==> src/rtl/upec_miter_pkg.sv <==
// Shared types and default widths for the UPEC output miter.
package upec_miter_pkg;

    typedef enum logic [1:0] {
        IDLE     = 2'd0,
        SETTLE   = 2'd1,
        COMPARE  = 2'd2,
        DIVERGED = 2'd3
    } miter_state_e;

    localparam int unsigned UpecObsWidth = 142;
    localparam int unsigned UpecCntWidth = 32;

endpackage

==> src/rtl/upec_sat_counter.sv <==
// Saturating up-counter with synchronous clear (clear wins over enable).
module upec_sat_counter #(
    parameter int unsigned Width = 32
) (
    input  logic             clk_i,
    input  logic             rst_i,
    input  logic             clr_i,
    input  logic             en_i,
    output logic [Width-1:0] count_o
);

    logic [Width-1:0] count_q, count_d;

    always_comb begin
        count_d = count_q;
        if (clr_i) begin
            count_d = '0;
        end else if (en_i && (count_q != '1)) begin
            count_d = count_q + Width'(1);
        end
    end

    always_ff @(posedge clk_i or posedge rst_i) begin
        if (rst_i) begin
            count_q <= '0;
        end else begin
            count_q <= count_d;
        end
    end

    assign count_o = count_q;

endmodule

==> src/rtl/upec_output_miter.sv <==
// Masked compare of two instances' pad outputs with a sticky first-divergence verdict.
// Define UPEC_MITER_INPUT_REG_EN to register operands and mask ahead of the compare stage.
//
// state    | meaning
// IDLE     | waiting for arm_i
// SETTLE   | settle window after arm, no compares
// COMPARE  | comparing every cycle, cmp_count_o advancing
// DIVERGED | first divergence captured, everything frozen until clear/reset
module upec_output_miter
    import upec_miter_pkg::*;
#(
    parameter int unsigned Width        = UpecObsWidth,
    parameter int unsigned CntWidth     = UpecCntWidth,
    parameter int unsigned SettleCycles = 16
) (
    input  logic                clk_i,
    input  logic                rst_i,
    input  logic                arm_i,
    input  logic                clear_i,
    input  logic [Width-1:0]    obs_a_i,
    input  logic [Width-1:0]    obs_b_i,
    input  logic [Width-1:0]    mask_i,
    output logic [1:0]          state_o,
    output logic                comparing_o,
    output logic                diverged_o,
    output logic [Width-1:0]    first_diff_o,
    output logic [CntWidth-1:0] div_cycle_o,
    output logic [CntWidth-1:0] cmp_count_o
);

    localparam int unsigned SetW        = (SettleCycles > 1) ? $clog2(SettleCycles) : 1;
    localparam int unsigned SettleLoadI = (SettleCycles > 0) ? SettleCycles - 1 : 0;
    localparam logic [SetW-1:0] SettleLoad = SetW'(SettleLoadI);

    miter_state_e        state_q;
    logic [SetW-1:0]     settle_q;
    logic                diverged_q;
    logic [Width-1:0]    first_diff_q;
    logic [CntWidth-1:0] div_cycle_q;
    logic [CntWidth-1:0] cmp_count;

    logic [Width-1:0] cmp_a, cmp_b, cmp_m;
    logic [Width-1:0] diff;

`ifdef UPEC_MITER_INPUT_REG_EN
    logic [Width-1:0] obs_a_q, obs_b_q, mask_q;

    always_ff @(posedge clk_i or posedge rst_i) begin
        if (rst_i) begin
            obs_a_q <= '0;
            obs_b_q <= '0;
            mask_q  <= '0;
        end else begin
            obs_a_q <= obs_a_i;
            obs_b_q <= obs_b_i;
            mask_q  <= mask_i;
        end
    end

    assign cmp_a = obs_a_q;
    assign cmp_b = obs_b_q;
    assign cmp_m = mask_q;
`else
    assign cmp_a = obs_a_i;
    assign cmp_b = obs_b_i;
    assign cmp_m = mask_i;
`endif

    assign diff = (cmp_a ^ cmp_b) & ~cmp_m;

    always_ff @(posedge clk_i or posedge rst_i) begin
        if (rst_i) begin
            state_q      <= IDLE;
            settle_q     <= '0;
            diverged_q   <= 1'b0;
            first_diff_q <= '0;
            div_cycle_q  <= '0;
        end else if (clear_i) begin
            state_q      <= IDLE;
            settle_q     <= '0;
            diverged_q   <= 1'b0;
            first_diff_q <= '0;
            div_cycle_q  <= '0;
        end else begin
            case (state_q)
                IDLE: begin
                    if (arm_i) begin
                        if (SettleCycles == 0) begin
                            state_q <= COMPARE;
                        end else begin
                            state_q  <= SETTLE;
                            settle_q <= SettleLoad;
                        end
                    end
                end
                SETTLE: begin
                    if (settle_q == '0) begin
                        state_q <= COMPARE;
                    end else begin
                        settle_q <= settle_q - SetW'(1);
                    end
                end
                COMPARE: begin
                    // Index captured is the pre-increment count of this same edge.
                    if (|diff) begin
                        state_q      <= DIVERGED;
                        diverged_q   <= 1'b1;
                        first_diff_q <= diff;
                        div_cycle_q  <= cmp_count;
                    end
                end
                DIVERGED: begin
                    state_q <= DIVERGED;
                end
                default: begin
                    state_q <= IDLE;
                end
            endcase
        end
    end

    upec_sat_counter #(
        .Width (CntWidth)
    ) u_cmp_count (
        .clk_i   (clk_i),
        .rst_i   (rst_i),
        .clr_i   ((state_q == IDLE) && arm_i && !clear_i),
        .en_i    ((state_q == COMPARE) && !clear_i),
        .count_o (cmp_count)
    );

    assign state_o      = state_q;
    assign comparing_o  = (state_q == COMPARE);
    assign diverged_o   = diverged_q;
    assign first_diff_o = first_diff_q;
    assign div_cycle_o  = div_cycle_q;
    assign cmp_count_o  = cmp_count;

endmodule
==> config.mk <==
export PLATFORM = sky130hd
export DESIGN_NAME = upec_output_miter
export DESIGN_NICKNAME = d
export VERILOG_FILES = /design/src/rtl/upec_miter_pkg.sv /design/src/rtl/upec_sat_counter.sv /design/src/rtl/upec_output_miter.sv
export SDC_FILE = /design/constraint.sdc
export NUM_CORES = 1
export LEC_CHECK = 0
export ABC_CLOCK_PERIOD_IN_PS = 16760
export CAP_MARGIN = 40
export CORE_AREA = 2 2 251 253
export DETAILED_ROUTE_END_ITERATION = 10
export DIE_AREA = 0 0 253 255
export PLACE_DENSITY = 0.56
export SLEW_MARGIN = 20
export SYNTH_ARGS = -nofsm -noshare
export SYNTH_HDL_FRONTEND = slang
export SYNTH_SLANG_ARGS = --single-unit
==> constraint.sdc <==
create_clock -name clk_i -period 16.76 [get_ports clk_i]
set_input_delay 2.514 -clock clk_i [delete_from_list [all_inputs] [get_ports clk_i]]
set_output_delay 2.514 -clock clk_i [all_outputs]
set_load 0.01 [all_outputs]
==> results of run 1 <==
[where the power goes]
group	leakage (uW)	total, uW	switching (uW)	internal, uW
clock	0.000487	640	245	395
combinational	0.00603	323	159	164
sequential	0.00296	538	11.4	527
total	0.00948	1500	415	1090
[critical path, stage by stage]
cell,delay [ps]
clkdlybuf4s50_1,410
xnor2_1,510
o22ai_1,140
nor4_1,510
nand4_1,430
or3_4,730
buf_4,350
buf_16,240
nor3_1,270
a211o_1,140
[cells in the mapped netlist, drive strengths merged (2+ instances only)]
cell	count	area, um^2
a211o	122	1070
a211oi	2	15.0
a21boi	2	22.5
a21oi	42	210
a311o	13	130
and3	36	225
and4	20	175
buf	36	443
clkbuf	80	300
dfrtp	213	5330
ha	2	25.0
inv	7	26.3
nand2	220	826
nand2b	2	12.5
nand3	26	130
nand4	10	62.6
nor2	320	1200
nor2b	9	56.3
nor3	133	1170
nor4	36	225
o21ai	11	55.1
o22ai	50	313
o311ai	32	280
or3	10	62.6
xnor2	152	1330
xor2	13	114
[per-stage QoR]
stage / total power (uW) / cell area, um^2 / std cells / util [%]
after floorplan: 665 / 13900 / 1607 / -
after global placement: 862 / 20700 / 2946 / 33.3
after detailed placement: 868 / 20900 / 2954 / 33.6
after CTS: 1520 / 21900 / 3004 / 35.2
after global routing: 1560 / 22000 / 3009 / 35.4
final: 1500 / 22000 / 3009 / 35.4
[routing by layer]
layer	up-vias	track usage [%]	share of wire (%)
li1	6832	-	-
met1	7053	23.4	39
met2	544	34.3	50
met3	74	5.85	8.4
met4	4	4.60	2.2
met5	-	0	0.039
[area by class of cell]
type | instances | area, um^2
fill | 6368 | 40200
inverter | 7 | 43.8
clock inverter | 8 | 126
sequential | 213 | 5330
clock buffer | 42 | 853
tap | 799 | 1000
multi-input combinational | 1271 | 7810
timing repair buffer | 669 | 6830
[worst max-delay path by stage]
| stage | cells after the start | to | slack, ps | startpoint |
|---|---|---|---|---|
| 2_1_floorplan | 1 | div_cycle_o[0] | 8420 | rst_i |
| 3_3_place_gp | 10 | first_diff_o[127] | 10230 | obs_b_i[35] |
| 3_5_place_dp | 11 | first_diff_o[122] | 10310 | obs_b_i[35] |
| 4_1_cts | 11 | first_diff_o[119] | 10910 | obs_b_i[35] |
| 5_1_grt | 11 | first_diff_o[127] | 10780 | obs_b_i[35] |
| 6_report | 10 | first_diff_o[0] | 10900 | obs_b_i[95] |
[flip-flops by register name, summed over array words and instances, names as in the netlist]
signal / count
settle_q: 4
div_cycle_o: 32
state_o: 2
diverged_o: 1
first_diff_o: 142
u_cmp_count.count_o: 32
[cell families (layout without fill, tap and decap cells)]
group           count (synthesis)  count (layout)  synth area share [%]
compound gates                278             278                  15.3
xor+xnor                      165             165                  10.4
flops                         213             213                  38.4
mux                             1               1                0.0811
fa+ha+maj                       2               2                 0.180
buf+inv                       123             726                  5.55
simple gates                  825             825                  30.0
==> summary.txt, run 1 <==
Yosys
  – Syn avg cell area: 8.63 um^2
  – Post-synth EDFFs: 0
  – Synth Instances: 1,607
  – Flops & latches, synth: 213
  – Fraction of registers with async set/reset: 100%
  – Seq/Total Area, Yosys: 38.4%
  – Top_reg_cell synth: dfrtp_1
  – Mapped cell area: 13,900 um^2
  – Yosys warns: 0
  – Post-synthesis net count: ~2.0k
  – Synth unique cells: 38

Floorplan
  – Core Region: 62,200 um^2
  – Chip height: 255 um
  – Initial Util: 22.3%
  – Die area: 64,500 um^2
  – Die width: 253 um
  – Num ports: 640
  – Core Rows: 92

Clock network
  – Hold buffer count at cts: 0
  – CTS tree: built
  – H-Tree Level Count: 1
  – Post-CTS Resized: 0
  – Clk_lat worst skew: ~560 ps
  – Clock transition at the registers of the reported paths: roughly 60 ps
  – CTS buffer count: 28
  – Clock tree sinks: ~210
  – CTS Buffer Depth: 3
  – Setup Buffers After CTS: 0
  – Root Buffer: clkbuf_16

Worst setup path
  – Critical path arrival: 6350 ps
  – Type of the worst setup path: input pin to register
  – Worst Setup End Kind: register
  – R2R setup slack: 14,210 ps
  – Worst Reg-to-Reg Cells: 6
  – Reg2Reg Launch Point: state_o[1]
  – CP required: ~17,000 ps
  – Setup crit start kind: input pin
  – CP Max Fanout: 71
  – Worst flop-to-flop path endpoint: u_cmp_count.count_o[14]

Timing
  – Hold Fails Final Rpt: 0
  – Setup WS post-layout: 10,900 ps
  – Final Cycle Share: a little over a third
  – RSZ-0062 raised after global routing: no
  – Slew Limit Fails: 0
  – Hold WS: slightly above 500 ps
  – Max_slew headroom: 38.1%
  – Worst Skew: 14.1 ps
  – Final TNS setup: 0 ps
  – Final critical-path required period: 5860 ps
  – Fmax: about 170 MHz
  – Tightest Pin Transition: between 900 and 1000 ps
  – Final setup vio count: 0

Power and ir drop
  – PD cells: 68.3 nW/um^2
  – Max VDD drop: 0.0655 mV
  – Leak: 0.00948 uW

Job
  – Max-cap violations: 0

Global routing
  – Largest net degree at the start of global routing: about 100
  – First-pass GRT wire length: about 95,000 um
  – GRT Overall Usage: around a fifth
  – Grt ovf: 0
  – Vias in the first global route: 14.5k
  – Initial antenna violation count: 7

Placement
  – HPWL Detailed: 52,300 um
  – I/O Buffers: 639
  – Pre-CTS WS: 10,310 ps
  – GP Congestion: 0.897

Worst hold path
  – Worst hold start: diverged_o
  – Hold depth: 1
  – Hold crit path type: register to register
  – Hold endpoint: diverged_o

Final layout
  – Commonest cells after routing, fill and taps aside: clkdlybuf4s50_1 (639), nor2_1 (320), nand2_1 (220)
  – Share of layout cells above drive strength 1: 8.60%
  – Final nets: 2,622
  – Commonest non-fill, non-tap cell in the layout: clkdlybuf4s50_1
  – Ant. Diodes: 0
  – Layout area overhead: 58.5%

Detailed routing
  – DR iter-0 viols: 844
  – ANT nets after route: 0
  – Vias/cell: 4.82
  – DRT Pass-1 Iters: 5
  – Residual DRC: 0
  – Vias post-DR: 14.5k
  – Routed len/inst: 22.0 um
  – Detailed Route WL: between 60,000 and 70,000 um

Run status
  – Status: finished, final reports clean
Note: power is estimated with default switching activity, not from simulation.
==> inputs of run 2 (changes only) <==
--- a/config.mk
+++ b/config.mk
@@ -5,11 +5,11 @@
 export SDC_FILE = /design/constraint.sdc
 export NUM_CORES = 1
 export LEC_CHECK = 0
-export ABC_CLOCK_PERIOD_IN_PS = 16760
+export ABC_CLOCK_PERIOD_IN_PS = 5800
 export CAP_MARGIN = 40
-export CORE_AREA = 2 2 251 253
+export CORE_AREA = 2 2 252 254
 export DETAILED_ROUTE_END_ITERATION = 10
-export DIE_AREA = 0 0 253 255
+export DIE_AREA = 0 0 254 256
 export PLACE_DENSITY = 0.56
 export SLEW_MARGIN = 20
 export SYNTH_ARGS = -nofsm -noshare
==> constraint.sdc (replaced) <==
create_clock -name clk_i -period 5.8 [get_ports clk_i]
set_input_delay 0.87 -clock clk_i [delete_from_list [all_inputs] [get_ports clk_i]]
set_output_delay 0.87 -clock clk_i [all_outputs]
set_load 0.01 [all_outputs]
==> summary.txt, run 2 (synthesis results as in run 1) <==
Job
  – Max-cap violations: 0

Clock network
  – CTS tree: built
  – Clock tree sinks: 213
  – Clk_lat worst skew: 570 ps
  – CTS Buffer Depth: 3
  – Setup Buffers After CTS: 0
  – CTS buffer count: 29
  – H-Tree Level Count: 1
  – Hold buffer count at cts: 0
  – Clock transition at the registers of the reported paths: ~60 ps
  – Root Buffer: clkbuf_16
  – Post-CTS Resized: 0

Placement
  – DP Area: around 21,000 um^2
  – GP Congestion: about 0.98
  – HPWL Detailed: 54,200 um
  – I/O Buffers: 639

Floorplan
  – Die area: about 65,000 um^2
  – Core Rows: 92
  – Num ports: 640
  – Chip height: 256 um
  – Core Region: 62,400 um^2
  – Initial Util: between 20% and 30%
  – Die width: around 250 um

Worst setup path
  – Critical path arrival: roughly 4200 ps
  – CP peak stage delay: 660 ps
  – Type of the worst setup path: input pin to register
  – Slowest cell on the critical path: nor4_1
  – Crit path cell chain: clkdlybuf4s50_1, xnor2_1, nor2_1, nor4_1, nand4_1, or3_4, buf_6, o311ai_1
  – Setup crit start kind: input pin
  – Worst Setup End Kind: register
  – Worst Reg-to-Reg Cells: 6
  – CP Max Fanout: 95
  – CP required: 6260 ps

Timing
  – Final setup vio count: 0
  – Max_slew headroom: 41.3%
  – Final critical-path required period: about 3700 ps
  – Hold Fails Final Rpt: 0
  – Slew Limit Fails: 0
  – Hold WS: 498 ps
  – RSZ-0062 raised after global routing: no
  – Final Cycle Share: 63.7%
  – Worst Skew: 10.9 ps
  – Tightest Pin Transition: 880 ps
  – Final TNS setup: 0 ps
  – Fmax: 271 MHz

Final layout
  – Final nets: between 2k and 3k
  – Commonest cells after routing, fill and taps aside: clkdlybuf4s50_1 (639), nor2_1 (320), nand2_1 (220)
  – Largest register FFs: 142
  – Commonest non-fill, non-tap cell in the layout: clkdlybuf4s50_1
  – Final design utilization: a little over a third
  – Share of layout cells above drive strength 1: 8.43%
  – Layout area overhead: 58.0%
  – Finished layout cell area: approximately 22,000 um^2

Global routing
  – Vias in the first global route: 14.7k
  – Initial antenna violation count: 13
  – Largest net degree at the start of global routing: roughly 130
  – Grt ovf: 0
  – First-pass GRT wire length: 99,900 um
  – GRT Overall Usage: 20.8%

Detailed routing
  – Detailed Route WL: between 60,000 and 70,000 um
  – Routed len/inst: 22.8 um
  – DR iter-0 viols: 800
  – DRT Pass-1 Iters: 5
  – ANT nets after route: 0
  – Residual DRC: 0
  – Vias post-DR: 14.6k
  – Vias/cell: 4.77

Power and ir drop
  – Leak: 0.00940 uW
  – Max VDD drop: approximately 0.20 mV
  – PD cells: ~200 nW/um^2

Worst hold path
  – Hold crit path type: register to register
  – Hold depth: 1

Run status
  – Status: finished, final reports clean
-- run 2: cell types whose count changed in the layout (fill, tap and decap cells not counted), moves of 2 or more --
cell	delta
inv_6	+3
buf_4	-4
buf_12	+2
clkinv_2	+3
clkinvlp_4	+3
buf_16	-5
clkbuf_8	-5
diode_2	+4
-- run 2: metal layers --
layer	up-vias	track usage, %	routed length [um]
met2	516	35.4	34600
met3	92	5.65	5210
li1	6834	-	-
met1	7112	25.0	27500
met5	-	0	69
met4	10	7.12	2270
-- run 2: area by class of cell --
class | count | area, um^2
fill | 6487 | 40500
clock buffer | 38 | 810
inverter | 7 | 40.0
timing repair buffer | 662 | 6700
tap | 846 | 1060
antenna | 4 | 10.0
clock inverter | 15 | 166
multi-input combinational | 1271 | 7810
sequential | 213 | 5330
-- run 2: path summary, 6_finish.rpt --
check                             start                       to  slack [ps]
max                        obs_b_i[141]          div_cycle_o[25]        2100
min in group asynchronous         rst_i  u_cmp_count.count_o[26]         820
max reg2reg                  state_o[1]  u_cmp_count.count_o[16]        2930
min reg2reg                  diverged_o               diverged_o         500
min                          diverged_o               diverged_o         500
max in group asynchronous         rst_i         first_diff_o[65]        3850
-- run 2: worst max-delay path, delay by kind of cell --
kind | cells | cell delay, ps
simple gates | 4 | 1700
buf+inv | 2 | 760
compound gates | 1 | 400
xor+xnor | 1 | 300
-- run 2: per-stage QoR --
step	power, uW	worst slack [ps]	instances
floorplan	1920	2160	1607
global placement	2500	1300	2995
detailed placement	2510	1410	2997
CTS	4420	2020	3050
global route	4530	1870	3055
finish	4350	2100	3056
-- run 2: power breakdown --
| group | total [uW] | internal, uW | switching [uW] |
|---|---|---|---|
| Clock | 1870 | 1110 | 756 |
| Combinational | 924 | 467 | 456 |
| Sequential | 1550 | 1520 | 31.8 |
| Total | 4350 | 3100 | 1240 |
